--- src/rtl/blink_pkg.sv ---
// Shared types and helpers for the status-LED pattern sequencer.
package blink_pkg;

    typedef enum logic [1:0] {
        IDLE = 2'd0,
        RUN  = 2'd1,
        DONE = 2'd2
    } state_e;

    localparam int LOOP_W = 8;
    localparam int DIM_W  = 4;

    // 64-bit product so large FREQ*STEP_MS combinations do not overflow.
    function automatic longint calc_period(input longint freq, input longint step_ms);
        return (freq * step_ms) / 1000;
    endfunction

endpackage

--- src/rtl/blink_tick_gen.sv ---
// Step prescaler: counts 0..PERIOD-1 and pulses tick_o on the last count; held at 0 by clear_i.
module blink_tick_gen
    import blink_pkg::*;
#(
    parameter int PERIOD = 4
) (
    input  logic clk_i,
    input  logic rst_ni,
    input  logic clear_i,
    output logic tick_o
);

    localparam int CNT_W = (PERIOD > 1) ? $clog2(PERIOD) : 1;
    localparam logic [CNT_W-1:0] LAST = CNT_W'(PERIOD - 1);

    logic [CNT_W-1:0] cnt_q, cnt_d;

    always_comb begin
        tick_o = 1'b0;
        cnt_d  = cnt_q + CNT_W'(1);
        if (clear_i) begin
            cnt_d = '0;
        end else if (cnt_q == LAST) begin
            tick_o = 1'b1;
            cnt_d  = '0;
        end
    end

    always_ff @(posedge clk_i) begin
        if (!rst_ni) begin
            cnt_q <= '0;
        end else begin
            cnt_q <= cnt_d;
        end
    end

endmodule

--- src/rtl/blink_pattern_ctrl.sv ---
// Status-LED pattern sequencer: accepts a bit pattern by valid/ready and replays it a set number of loops.
// Optional brightness PWM on lit steps is enabled by defining BLINK_DIM_EN.
module blink_pattern_ctrl
    import blink_pkg::*;
#(
    parameter int FREQ    = 50_000_000,
    parameter int STEP_MS = 100,
    parameter int STEPS   = 16
) (
    input  logic                       clk_i,
    input  logic                       rst_ni,
    input  logic                       pat_valid_i,
    output logic                       pat_ready_o,
    input  logic [STEPS-1:0]           pat_bits_i,
    input  logic [$clog2(STEPS):0]     pat_len_i,
    input  logic [LOOP_W-1:0]          pat_loops_i,
    input  logic                       abort_i,
    output logic                       busy_o,
    output logic                       done_o,
    output logic                       led_o
`ifdef BLINK_DIM_EN
    ,
    input  logic [DIM_W-1:0]           dim_i
`endif
);

    localparam longint PERIOD_L = calc_period(longint'(FREQ), longint'(STEP_MS));
    localparam int     PERIOD   = int'(PERIOD_L);
    localparam int     LEN_W    = $clog2(STEPS) + 1;
    localparam int     STEP_W   = (STEPS > 1) ? $clog2(STEPS) : 1;

    if (PERIOD_L <= 0) begin : g_period_chk
        $fatal(1, "blink_pattern_ctrl: step period evaluates to zero cycles");
    end

    // Zero length plays one step; anything past STEPS plays the whole register.
    function automatic logic [LEN_W-1:0] clamp_len(input logic [LEN_W-1:0] len);
        if (len == '0) return LEN_W'(1);
        if (int'(len) > STEPS) return LEN_W'(STEPS);
        return len;
    endfunction

    state_e             state_q, state_d;
    logic [STEPS-1:0]   bits_q, bits_d;
    logic [LEN_W-1:0]   len_q, len_d;
    logic [LOOP_W-1:0]  loops_q, loops_d;
    logic [LOOP_W-1:0]  loop_q, loop_d;
    logic [STEP_W-1:0]  step_q, step_d;
    logic               rdy_en_q, rdy_en_d;
    logic               tick;
    logic               tick_clear;
    logic               step_bit;
    logic               last_step;

    assign tick_clear = (state_q != RUN);

    blink_tick_gen #(
        .PERIOD (PERIOD)
    ) u_tick_gen (
        .clk_i   (clk_i),
        .rst_ni  (rst_ni),
        .clear_i (tick_clear),
        .tick_o  (tick)
    );

    // rdy_en_q keeps ready low through reset and the edge that releases it.
    assign pat_ready_o = (state_q == IDLE) && rdy_en_q;
    assign busy_o      = (state_q == RUN);
    assign done_o      = (state_q == DONE);
    assign step_bit    = bits_q[step_q];
    assign last_step   = (LEN_W'(step_q) == (len_q - LEN_W'(1)));

    always_comb begin
        state_d  = state_q;
        bits_d   = bits_q;
        len_d    = len_q;
        loops_d  = loops_q;
        loop_d   = loop_q;
        step_d   = step_q;
        rdy_en_d = 1'b1;
        unique case (state_q)
            IDLE: begin
                if (pat_valid_i && pat_ready_o) begin
                    bits_d  = pat_bits_i;
                    len_d   = clamp_len(pat_len_i);
                    loops_d = pat_loops_i;
                    loop_d  = '0;
                    step_d  = '0;
                    state_d = RUN;
                end
            end
            RUN: begin
                if (abort_i) begin
                    step_d  = '0;
                    loop_d  = '0;
                    state_d = IDLE;
                end else if (tick) begin
                    if (last_step) begin
                        step_d = '0;
                        if ((loops_q != '0) && ((loop_q + LOOP_W'(1)) == loops_q)) begin
                            state_d = DONE;
                        end
                        // Endless playback parks the loop count at its maximum.
                        loop_d = (loop_q == '1) ? loop_q : loop_q + LOOP_W'(1);
                    end else begin
                        step_d = step_q + STEP_W'(1);
                    end
                end
            end
            DONE: begin
                state_d = IDLE;
            end
            default: begin
                state_d = IDLE;
            end
        endcase
    end

    always_ff @(posedge clk_i) begin
        if (!rst_ni) begin
            state_q  <= IDLE;
            bits_q   <= '0;
            len_q    <= '0;
            loops_q  <= '0;
            loop_q   <= '0;
            step_q   <= '0;
            rdy_en_q <= 1'b0;
        end else begin
            state_q  <= state_d;
            bits_q   <= bits_d;
            len_q    <= len_d;
            loops_q  <= loops_d;
            loop_q   <= loop_d;
            step_q   <= step_d;
            rdy_en_q <= rdy_en_d;
        end
    end

`ifdef BLINK_DIM_EN
    logic [DIM_W-1:0] pwm_cnt_q, pwm_cnt_d;

    assign pwm_cnt_d = pwm_cnt_q + DIM_W'(1);

    always_ff @(posedge clk_i) begin
        if (!rst_ni) begin
            pwm_cnt_q <= '0;
        end else begin
            pwm_cnt_q <= pwm_cnt_d;
        end
    end

    assign led_o = (state_q == RUN) && step_bit && (pwm_cnt_q <= dim_i);
`else
    assign led_o = (state_q == RUN) && step_bit;
`endif

endmodule

--- config.mk ---
export PLATFORM = sky130hd
export DESIGN_NAME = blink_pattern_ctrl
export DESIGN_NICKNAME = d
export VERILOG_FILES = /design/src/rtl/blink_pkg.sv /design/src/rtl/blink_tick_gen.sv /design/src/rtl/blink_pattern_ctrl.sv
export SDC_FILE = /design/constraint.sdc
export NUM_CORES = 1
export LEC_CHECK = 0
export ABC_AREA = 1
export CAP_MARGIN = 5
export CELL_PAD_IN_SITES_DETAIL_PLACEMENT = 0
export CELL_PAD_IN_SITES_GLOBAL_PLACEMENT = 1
export CORE_ASPECT_RATIO = 1.2
export CORE_UTILIZATION = 35
export CTS_CLUSTER_DIAMETER = 200
export DETAILED_ROUTE_END_ITERATION = 16
export PLACE_DENSITY = 0.69
export RECOVER_POWER = 50
export SETUP_SLACK_MARGIN = 0.02
export SLEW_MARGIN = 5
export SYNTH_ARGS = -nofsm -noshare
export SYNTH_HDL_FRONTEND = slang
export SYNTH_SLANG_ARGS = --single-unit
--- constraint.sdc ---
create_clock -name clk_i -period 4.1 [get_ports clk_i]
set_input_delay 0.615 -clock clk_i [delete_from_list [all_inputs] [get_ports clk_i]]
set_output_delay 0.615 -clock clk_i [all_outputs]
set_load 0.03 [all_outputs]
==> out/results.ini <==
[timing]
slew_viol_final=0
fmax_mhz=314.5
post-route-min-period_ns=3.180
hold_viol_final=0
maxSlewHeadroom_pct=12.36
worst_pin_slew_ns=1.305
fin_tns_setup_ns=0
period_share_pct=77.55
rsz0062_at_grt=false
finClkSkew_ns=0.002735
final-setup-viol-count=0

[critical_path]
start_kind=input pin
crit_path_max_incr_delay_ns=1.02
worstPathCellList=dlygate4sd3_1, inv_1, nor3_1, inv_2, nor2_2, o21ai_0, a21oi_1
cp.required_ns=4.36
crit_type=input pin to flip-flop
endpoint_kind=flip-flop
crit_arrival_ns=3.44
crit_slowest_cell=nor3_1
crit_path_max_fanout=44

[global_routing]
overflow=0
grt_first_pass_wirelength_um=15500
antenna_found_initial=0
grt_pass1_vias=3318
grtUsageTotal_pct=18.59
grt_max_degree=45

[die]
die_w_um=95.41
initial_utilization_pct=36.25
die_area_um2=10890
core_um2=10110
die_h_um=114.1
ios=37
rows=40

[detailed_routing]
wl_per_cell_um=13.09
wl_um=9270
ant_nets=0
drc=0
vias=3435
drt_iter0_markers=115
firstDrtPassIters=5
vias_per_cell=4.852

[power]
ir_worst_vdd_mv=0.1845
leakagePower_nw=1.762
p_comb_share_pct=13.7
intPower_w=0.001281
p_clk_share_pct=45.0
seqPwrFrac_pct=41.4
switching_share_pct=26.14
p_switching_w=0.0004536
p_per_area_nw_per_um2=395.1

[finish]
drive_gt1_share_pct=8.763
mostFrequentLayoutCells=nand2_1, nor2_1, inv_1
layout_commonest_cell=nand2_1
antennaDiodeCount=0
fin_nets=615
final_util_pct=43.43
fillers=1104
area_growth_pct=19.80
multi_input_area_um2=1928
seq_area_um2=1341

[yosys]
avgSynthCellArea_um2=6.737
synth_edf_count=0
ys_warn_count=0
ys_types=38
ys_ff_latch=67
ys_seq_area_share_pct=36.60
async_flop_share_pct=0
syn_area_um2=3665
synth_ff_type=dfxtp_1
syn_inst=544
postSynthNetCount=581

[clocking]
root_buffer=clkbuf_16
insertion_delay_ns=0.33
cts_setup_buffers=0
cts_resized=0
clock-sinks=67
numCtsBuffers=9
clkTransAtPathRegs_ns=0.05
clock_path_buffers=2
cts_tree=yes
cts-htree-levels=3
cts_hold_buf=0

[place]
gp_congestion=0.8164
io_buffer_count=36
dp_hpwl_um=6883

[min_path]
hold_class=flip-flop to flip-flop

[job]
maxCapViolCount=0

[status]
status=complete, no violations

==> per-layer routing <==
metal | part of all wire, % | wire length, um | vias up | GRT usage (%)
li1 | - | - | 1814 | -
met1 | 46 | 4221 | 1552 | 22.21
met2 | 49 | 4525 | 58 | 32.24
met3 | 3.9 | 364 | 11 | 2.988
met4 | 1.7 | 158 | 0 | 8.458
met5 | 0 | 0 | - | 0
==> critical path: cells and delay by family <==
family / cells / cell delay, ns
simple gates: 2 / 1.36
buf+inv: 3 / 1.20
compound gates: 2 / 0.26
==> area by class of cell <==
cell class,count,area share (%)
Inverter,78,6.669
Tap cell,126,3.591
Timing Repair Buffer,37,8.378
Clock buffer,11,5.757
Sequential cell,67,30.55
Multi-Input combinational cell,385,43.92
Clock inverter,4,1.140
==> metrics by stage <==
stage | total power, W | hold WS, ns | area [um^2] | std cells | setup WS, ns
global route | 0.001831 | 0.4763 | 4390 | 708 | 0.5658
detailed placement | 0.0009775 | 0.4493 | 4124 | 693 | 1.329
global placement | 0.0009755 | 0.4424 | 4124 | 693 | 1.332
CTS | 0.001769 | 0.4632 | 4427 | 708 | 1.050
floorplan | 0.0008943 | 0.4288 | 3665 | 544 | 2.120
finish | 0.001735 | 0.4606 | 4390 | 708 | 0.9205
==> Yosys cell counts, drive strengths merged (3+ instances only) <==
master / instances / area [um^2]
a21oi: 34 / 170.2
buf: 6 / 36.28
clkbuf: 8 / 30.03
dfxtp: 67 / 1341
ha: 4 / 50.05
inv: 77 / 289.0
nand2: 107 / 436.7
nand3: 53 / 297.8
nand4: 13 / 96.34
nor2: 98 / 425.4
nor3: 10 / 66.32
nor3b: 4 / 35.03
nor4: 3 / 18.77
o21ai: 40 / 200.2
xnor2: 6 / 60.06
xor2: 4 / 35.03
==> registers in the layout, indices dropped and copies added, names as in the netlist <==
signal,count
state_q,2
loop_q,8
step_q,4
len_q,5
bits_q,16
u_tick_gen.cnt_q,23
rdy_en_q,1
loops_q,8
==> cells by family after synthesis <==
family	after synthesis	synth area share [%]
compound gates	81	11.68
xor+xnor	10	2.595
fa+ha+maj	4	1.366
buf+inv	92	9.798
flops	67	36.60
simple gates	290	37.97
==> path summary, 6_finish.rpt <==
| check | from | endpoint | slack (ns) | depth (start not counted) |
|---|---|---|---|---|
| worst min register to register | u_tick_gen.cnt_q[0] | u_tick_gen.cnt_q[0] | 0.46 | 1 |
| worst max-delay path | pat_valid_i | len_q[0] | 0.92 | 7 |
| worst min-delay path | u_tick_gen.cnt_q[0] | u_tick_gen.cnt_q[0] | 0.46 | 1 |
| worst max register to register | state_q[1] | len_q[0] | 1.20 | 6 |
==> power groups by stage <==
| stage | combinational [W] | clock (W) | sequential, W |
|---|---|---|---|
| 2_1_floorplan | 0.000176 | 0 | 0.000719 |
| 3_3_place_gp | 0.000244 | 0 | 0.000731 |
| 3_5_place_dp | 0.000246 | 0 | 0.000732 |
| 4_1_cts | 0.000248 | 0.000803 | 0.000718 |
| 5_1_grt | 0.000275 | 0.000833 | 0.000723 |
| 6_report | 0.000237 | 0.000780 | 0.000718 |
Note: power is estimated with default switching activity, not from simulation.
